<file path="config.mk">
export PLATFORM = sky130hd
export DESIGN_NAME = mem_share_ctrl
export DESIGN_NICKNAME = d
export VERILOG_FILES = /design/src/rtl/mem_share_ctrl_pkg.sv /design/src/rtl/mem_share_ctrl_mem_mux.sv /design/src/rtl/mem_share_ctrl.sv
export SDC_FILE = /design/constraint.sdc
export NUM_CORES = 1
export LEC_CHECK = 0
export BUFFER_PORTS_ARGS = -buffer_cell sky130_fd_sc_hd__buf_2
export CORE_MARGIN = 2
export CORE_UTILIZATION = 31
export DETAILED_ROUTE_END_ITERATION = 12
export PLACE_DENSITY = 0.89
export SLEW_MARGIN = 5
export SYNTH_ARGS = -nofsm -noshare
export SYNTH_HDL_FRONTEND = slang
export SYNTH_HIERARCHICAL = 1
export SYNTH_SLANG_ARGS = --single-unit
</file>
<file path="constraint.sdc">
create_clock -name Clock -period 2.1 [get_ports Clock]
set_clock_uncertainty 0.2 [all_clocks]
set_input_delay 0.42 -clock Clock [delete_from_list [all_inputs] [get_ports Clock]]
set_output_delay 0.42 -clock Clock [all_outputs]
set_load 0.03 [all_outputs]
</file>
<file path="src/rtl/mem_share_ctrl_pkg.sv">
// Shared definitions for the processor/loader memory-sharing controller:
// ownership state encoding, width defaults and small state-decode helpers.
package mem_share_ctrl_pkg;

  localparam int AW_DEF     = 16;
  localparam int DW_DEF     = 16;
  localparam int SETTLE_DEF = 2;

  typedef enum logic [1:0] {
    ST_PROC    = 2'd0,
    ST_DRAIN   = 2'd1,
    ST_LOAD    = 2'd2,
    ST_RELEASE = 2'd3
  } state_t;

  // Loader address/data stay on the bus through RELEASE so its last read completes.
  function automatic logic loader_drives_bus(input state_t s);
    return (s == ST_LOAD) || (s == ST_RELEASE);
  endfunction

  function automatic logic handover_busy(input state_t s);
    return (s == ST_DRAIN) || (s == ST_RELEASE);
  endfunction

endpackage

</file>
<file path="src/rtl/mem_share_ctrl_mem_mux.sv">
// 2:1 memory-port mux between processor and loader, with a global write gate
// so no write reaches memory while ownership is being handed back.
module mem_share_ctrl_mem_mux #(
  parameter int AW = 16,
  parameter int DW = 16
) (
  input  logic          sel_loader,
  input  logic          w_allow,
  input  logic [AW-1:0] p_addr,
  input  logic [DW-1:0] p_dout,
  input  logic          p_w,
  input  logic [AW-1:0] l_addr,
  input  logic [DW-1:0] l_dout,
  input  logic          l_w,
  output logic [AW-1:0] m_addr,
  output logic [DW-1:0] m_dout,
  output logic          m_w
);

  assign m_addr = sel_loader ? l_addr : p_addr;
  assign m_dout = sel_loader ? l_dout : p_dout;
  assign m_w    = w_allow & (sel_loader ? l_w : p_w);

endmodule

</file>
<file path="src/rtl/mem_share_ctrl.sv">
// Arbitrates one single-port synchronous memory between the processor (default
// owner) and a loader; the processor is parked at T0 by gating Run before handover.
module mem_share_ctrl
  import mem_share_ctrl_pkg::*;
#(
  parameter int AW     = AW_DEF,
  parameter int DW     = DW_DEF,
  parameter int SETTLE = SETTLE_DEF
) (
  input  logic          Clock,
  input  logic          Resetn,
  input  logic          Run_in,
  output logic          Run,
  input  logic          P_Idle,
  input  logic [AW-1:0] P_ADDR,
  input  logic [DW-1:0] P_DOUT,
  input  logic          P_W,
  input  logic          L_Req,
  output logic          L_Gnt,
  input  logic [AW-1:0] L_ADDR,
  input  logic [DW-1:0] L_DOUT,
  input  logic          L_W,
  output logic          L_RdValid,
  output logic [AW-1:0] M_ADDR,
  output logic [DW-1:0] M_DOUT,
  output logic          M_W,
  output logic          Busy
);

  localparam int CW = $clog2(SETTLE + 1);
  localparam logic [CW-1:0] LAST_QUIET = CW'(SETTLE - 1);

  state_t        state, state_nxt;
  logic [CW-1:0] quiet_cnt, quiet_cnt_nxt;
  logic          quiet;
  logic          sel_loader;
  logic          w_allow;

  // A quiet cycle: processor sitting in T0 and not finishing a store.
  assign quiet = P_Idle & ~P_W;

  // NOTE: sequential state uses non-blocking assignments so every register
  // samples the pre-edge values regardless of process ordering.
  always_ff @(posedge Clock) begin
    if (!Resetn) begin
      state     <= ST_PROC;
      quiet_cnt <= '0;
      L_RdValid <= 1'b0;
    end else begin
      state     <= state_nxt;
      quiet_cnt <= quiet_cnt_nxt;
      L_RdValid <= (state == ST_LOAD) & L_Req & ~L_W;
    end
  end

  // NOTE: defaults first so every path assigns every output and no latch is inferred.
  always_comb begin
    state_nxt     = state;
    quiet_cnt_nxt = '0;
    unique case (state)
      ST_PROC: begin
        if (L_Req) state_nxt = ST_DRAIN;
      end
      ST_DRAIN: begin
        if (!L_Req) begin
          state_nxt = ST_PROC;
        end else if (quiet) begin
          if (quiet_cnt == LAST_QUIET) state_nxt = ST_LOAD;
          else                         quiet_cnt_nxt = quiet_cnt + CW'(1);
        end
      end
      ST_LOAD: begin
        if (!L_Req) state_nxt = ST_RELEASE;
      end
      ST_RELEASE: begin
        state_nxt = ST_PROC;
      end
      default: state_nxt = ST_PROC;
    endcase
  end

  always_comb begin
    Run        = (state == ST_PROC) & Run_in;
    L_Gnt      = (state == ST_LOAD);
    Busy       = handover_busy(state);
    sel_loader = loader_drives_bus(state);
    w_allow    = (state != ST_RELEASE);
  end

  mem_share_ctrl_mem_mux #(
    .AW (AW),
    .DW (DW)
  ) u_mem_mux (
    .sel_loader (sel_loader),
    .w_allow    (w_allow),
    .p_addr     (P_ADDR),
    .p_dout     (P_DOUT),
    .p_w        (P_W),
    .l_addr     (L_ADDR),
    .l_dout     (L_DOUT),
    .l_w        (L_W),
    .m_addr     (M_ADDR),
    .m_dout     (M_DOUT),
    .m_w        (M_W)
  );

endmodule

</file>
## Word level (Yosys, flattened, before mapping)

Index checks and enable logic that the tools add are counted.

| word-level totals | value |
|---|---|
| flip-flop bits (word level) | 5 |
| latch bits | 0 |
| memory bits (writable) | 0 |
| bits in read-only memories | 0 |
| input port bits | 71 |
| output and inout port bits | 37 |
| memories kept | 0 |

| cells by class | value |
|---|---|
| $add $sub $neg | 1 |
| $mul | 0 |
| divide/modulo/power cells | 0 |
| $lt $le $gt $ge | 0 |
| equal/unequal tests | 9 |
| shift-type cells | 0 |
| multiplexer cells | 9 |
| bitwise logic cells | 11 |
| reduce and logical (&&, ||, !) cells | 5 |

Operators by type and width:

| kind | number |
|---|---|
| $mux W16 | 2 |
| $mux W2 | 5 |
| $pmux W2 S4 | 1 |
| $ne A2 B2 Y1 const B | 3 |
| $ne A3 B3 Y1 const B | 2 |
| $not A1 Y1 | 6 |
| $and A1 B1 Y1 | 5 |
| $reduce_or A5 Y1 | 1 |
| $eq A2 B1 Y1 const B | 2 |
| $eq A2 B2 Y1 const B | 2 |
| $reduce_and A4 Y1 | 1 |
| $add A2 B1 Y2 const B | 1 |
| $logic_not A2 Y1 | 1 |
| $logic_or A1 B1 Y1 | 2 |
| $mux W1 | 1 |

## Longest topological paths before layout

| logic depth | value |
|---|---|
| depth in word-level cells | 5 |
| gate-level depth with buffers | 4 |
| depth with buffers taken out | 4 |

## By module

The synthesis kept the hierarchy.

Modules (own cells, without submodules):

| module | times used | cells an instance | area an instance (µm²) | sequential area each (µm²) |
|---|---|---|---|---|
| mem_share_ctrl_mem_mux | 1 | 38 | 560.5 | 0.0 |
| mem_share_ctrl | 1 | 24 | 240.2 | 100.1 |

## Worst setup path after synthesis

Ideal clock, no wire load.

| timing | value |
|---|---|
| path kind | input to output |
| start | input Run_in |
| end | output Run |
| data arrival time | 1.151 ns |
| data required time | 1.480 ns |
| setup slack | 0.329 ns |
| stages on the path | 1 |
| path buffers | 0 |
| path through | nor3b_1 |

| on the way | value |
|---|---|
| longest elaborated chain between the ends | 1 |

Ends and longest elaborated chain:

| what | line | source |
|---|---|---|
| start, declared | mem_share_ctrl.sv:12 | `input logic Run_in,` |
| $and A1 B1 Y1 | mem_share_ctrl.sv:83 | `Run = (state == ST_PROC) & Run_in;` |
| end, declared | mem_share_ctrl.sv:13 | `output logic Run,` |

No other way between the ends.

==> qor.yml <==
critPathMaxFanout: 16
fp-row-count: 18
crit_path_max_incr_delay_ps: 480
drive_above_1_share: 0.8639
leakage_nw: 0.7606
synth_nets: 134
grt_use_total: 0.1440
syn2layout_area_growth_pct: 70.00
status: "complete, no violations"
dpl.hpwl_mm: 2.097
die_h_um: 54.83
synth_edf_count: 0
synth_cells: 62
worst_pin_slew_ps: 263.4
syn_area_per_cell_um2: 12.92
post_cts_buffers: 0
clockBufferDepth: 2
final_cell_mix: "107 x buf_2, 30 x mux2_4, 4 x dfxtp_1"
ys_warn_count: 6
worst-path-buf-inv: 2
dr.pass1.iters: 2
yosys.cell_types.count: 22
multiInputGateArea_um2: 613.1
ys.flop_type: "dfxtp_1"
p_per_area_nw_per_um2: 322.4
die_w_um: 54.83
hold_slack_ps: 229.0
synth_area_um2: 800.8
nets: 242
drtAntennaViolNets: 0
ios: 108
cp_cell_sequence: "buf_12, mux2_4, buf_2"
max_freq_mhz: 490.6
worstSkewPairLatency_ps: 240
maxCapViolCount: 0
relSlewSlack: 0.8244
wl_per_cell_um: 11.58
clock_sinks: 5
routed-via-count: 893
synthArstFlopShare: 0
cts_buffers: 3
hold_buffers: 0
n_antenna_cell: 0
crit_arrival_ps: 1420
drt_iter0_drc: 2
io_buffer_count: 107
critical_path.top_delay_family: "flip-flops"
drt-total-wl_mm: 2.304
cp.required_ps: 1480
gp_congestion: 0.7858
drc: 0
grt_pass1_vias: 805
finalCritPeriodShare: 0.9706
synth-seq-area-share: 0.1250
grt-ovfl-total: 0
fill_cells: 249
drv_slew: 0
tritoncts: "done"
worstSetupPathType: "flip-flop to output pin"
regArea_um2: 101.3
clockRootBuffer: "clkbuf_4"
antenna_found_initial: 0
die_area_um2: 3006
tns_ps: 0
grt_max_degree: 17
hold_viol_final: 0
coreArea_um2: 2455
finalSetupViolCount: 0
viasPerCell: 4.487
start_kind: "flip-flop"
htree_levels: 1
cts.clk_slew.worst_paths_ps: 40
rsz0062_at_grt: "false"
start_util: 0.3262
synth-seq-cells: 5
ir_drop_v: 0.0004779
timing.final.crit_period_ps: 2038
grt_pass1_wl_mm: 3.111
critPathCaptureType: "output pin"
ctsResizeCount: 0
min_path_type: "flip-flop to flip-flop"
final_common_cell: "buf_2"
cp_slowest_cell: "dfxtp_2"
==> through the flow <==
step | setup slack (ps) | cell area [um^2] | power (mW) | util | std cells
after floorplan | 329.1 | 800.8 | 0.2321 | - | 62
after global placement | 325.8 | 1335 | 0.3260 | 0.5438 | 195
after detailed placement | 315.9 | 1335 | 0.3313 | 0.5438 | 195
after CTS | 50.54 | 1361 | 0.4449 | 0.5545 | 199
after global routing | 1.881 | 1361 | 0.4706 | 0.5545 | 199
final | 61.70 | 1361 | 0.4389 | 0.5545 | 199
==> cell type report <==
class	instances	share of cell area
repair buffers	109	0.4228
inverters	2	0.005515
clock buffers	4	0.01930
multi-input cells	49	0.4504
well taps	30	0.02757
flip-flops and latches	5	0.07445
==> logic make-up (layout without fill, tap and decap cells) <==
logic type | after synthesis | count (layout) | synth area share
AOI/OAI and AO/OA | 2 | 2 | 0.02656
adders and majority gates | 1 | 1 | 0.01562
buffers and inverters | 8 | 115 | 0.1094
DFF | 5 | 5 | 0.1250
muxes | 33 | 33 | 0.6031
and+or+nand+nor | 13 | 13 | 0.1203
==> layer usage <==
metal / GRT usage / up-vias / wire length [um]
li1: - / 441 / -
met1: 0.1436 / 398 / 744
met2: 0.2897 / 52 / 1302
met3: 0.02459 / 2 / 245
met4: 0.05000 / 0 / 11
met5: 0 / - / 0
==> cells in the mapped netlist, drive strengths merged (2+ instances only) <==
master	count	share of area
and4b	2	0.025
buf	5	0.095
dfxtp	5	0.13
inv	2	0.0094
mux2	32	0.59
nor2b	2	0.016
nor3	2	0.013
==> where the power goes <==
group	switching [mW]	leakage (nW)	total [mW]	internal [mW]
Combinational	0.117	0.705	0.229	0.112
Sequential	0.00196	0.0411	0.0985	0.0966
Clock	0.0396	0.0150	0.111	0.0718
Total	0.158	0.761	0.439	0.281
==> final timing paths <==
path	start	endpoint	slack [ps]	cells past startpoint
setup / recovery	flip-flop	M_DOUT[1]	60	3
setup reg to reg	flip-flop	state[0]	750	2
hold reg to reg	quiet_cnt[0]	quiet_cnt[0]	230	1
hold / removal	quiet_cnt[0]	quiet_cnt[0]	230	1
No activity file was read; power rests on OpenSTA's default activity.
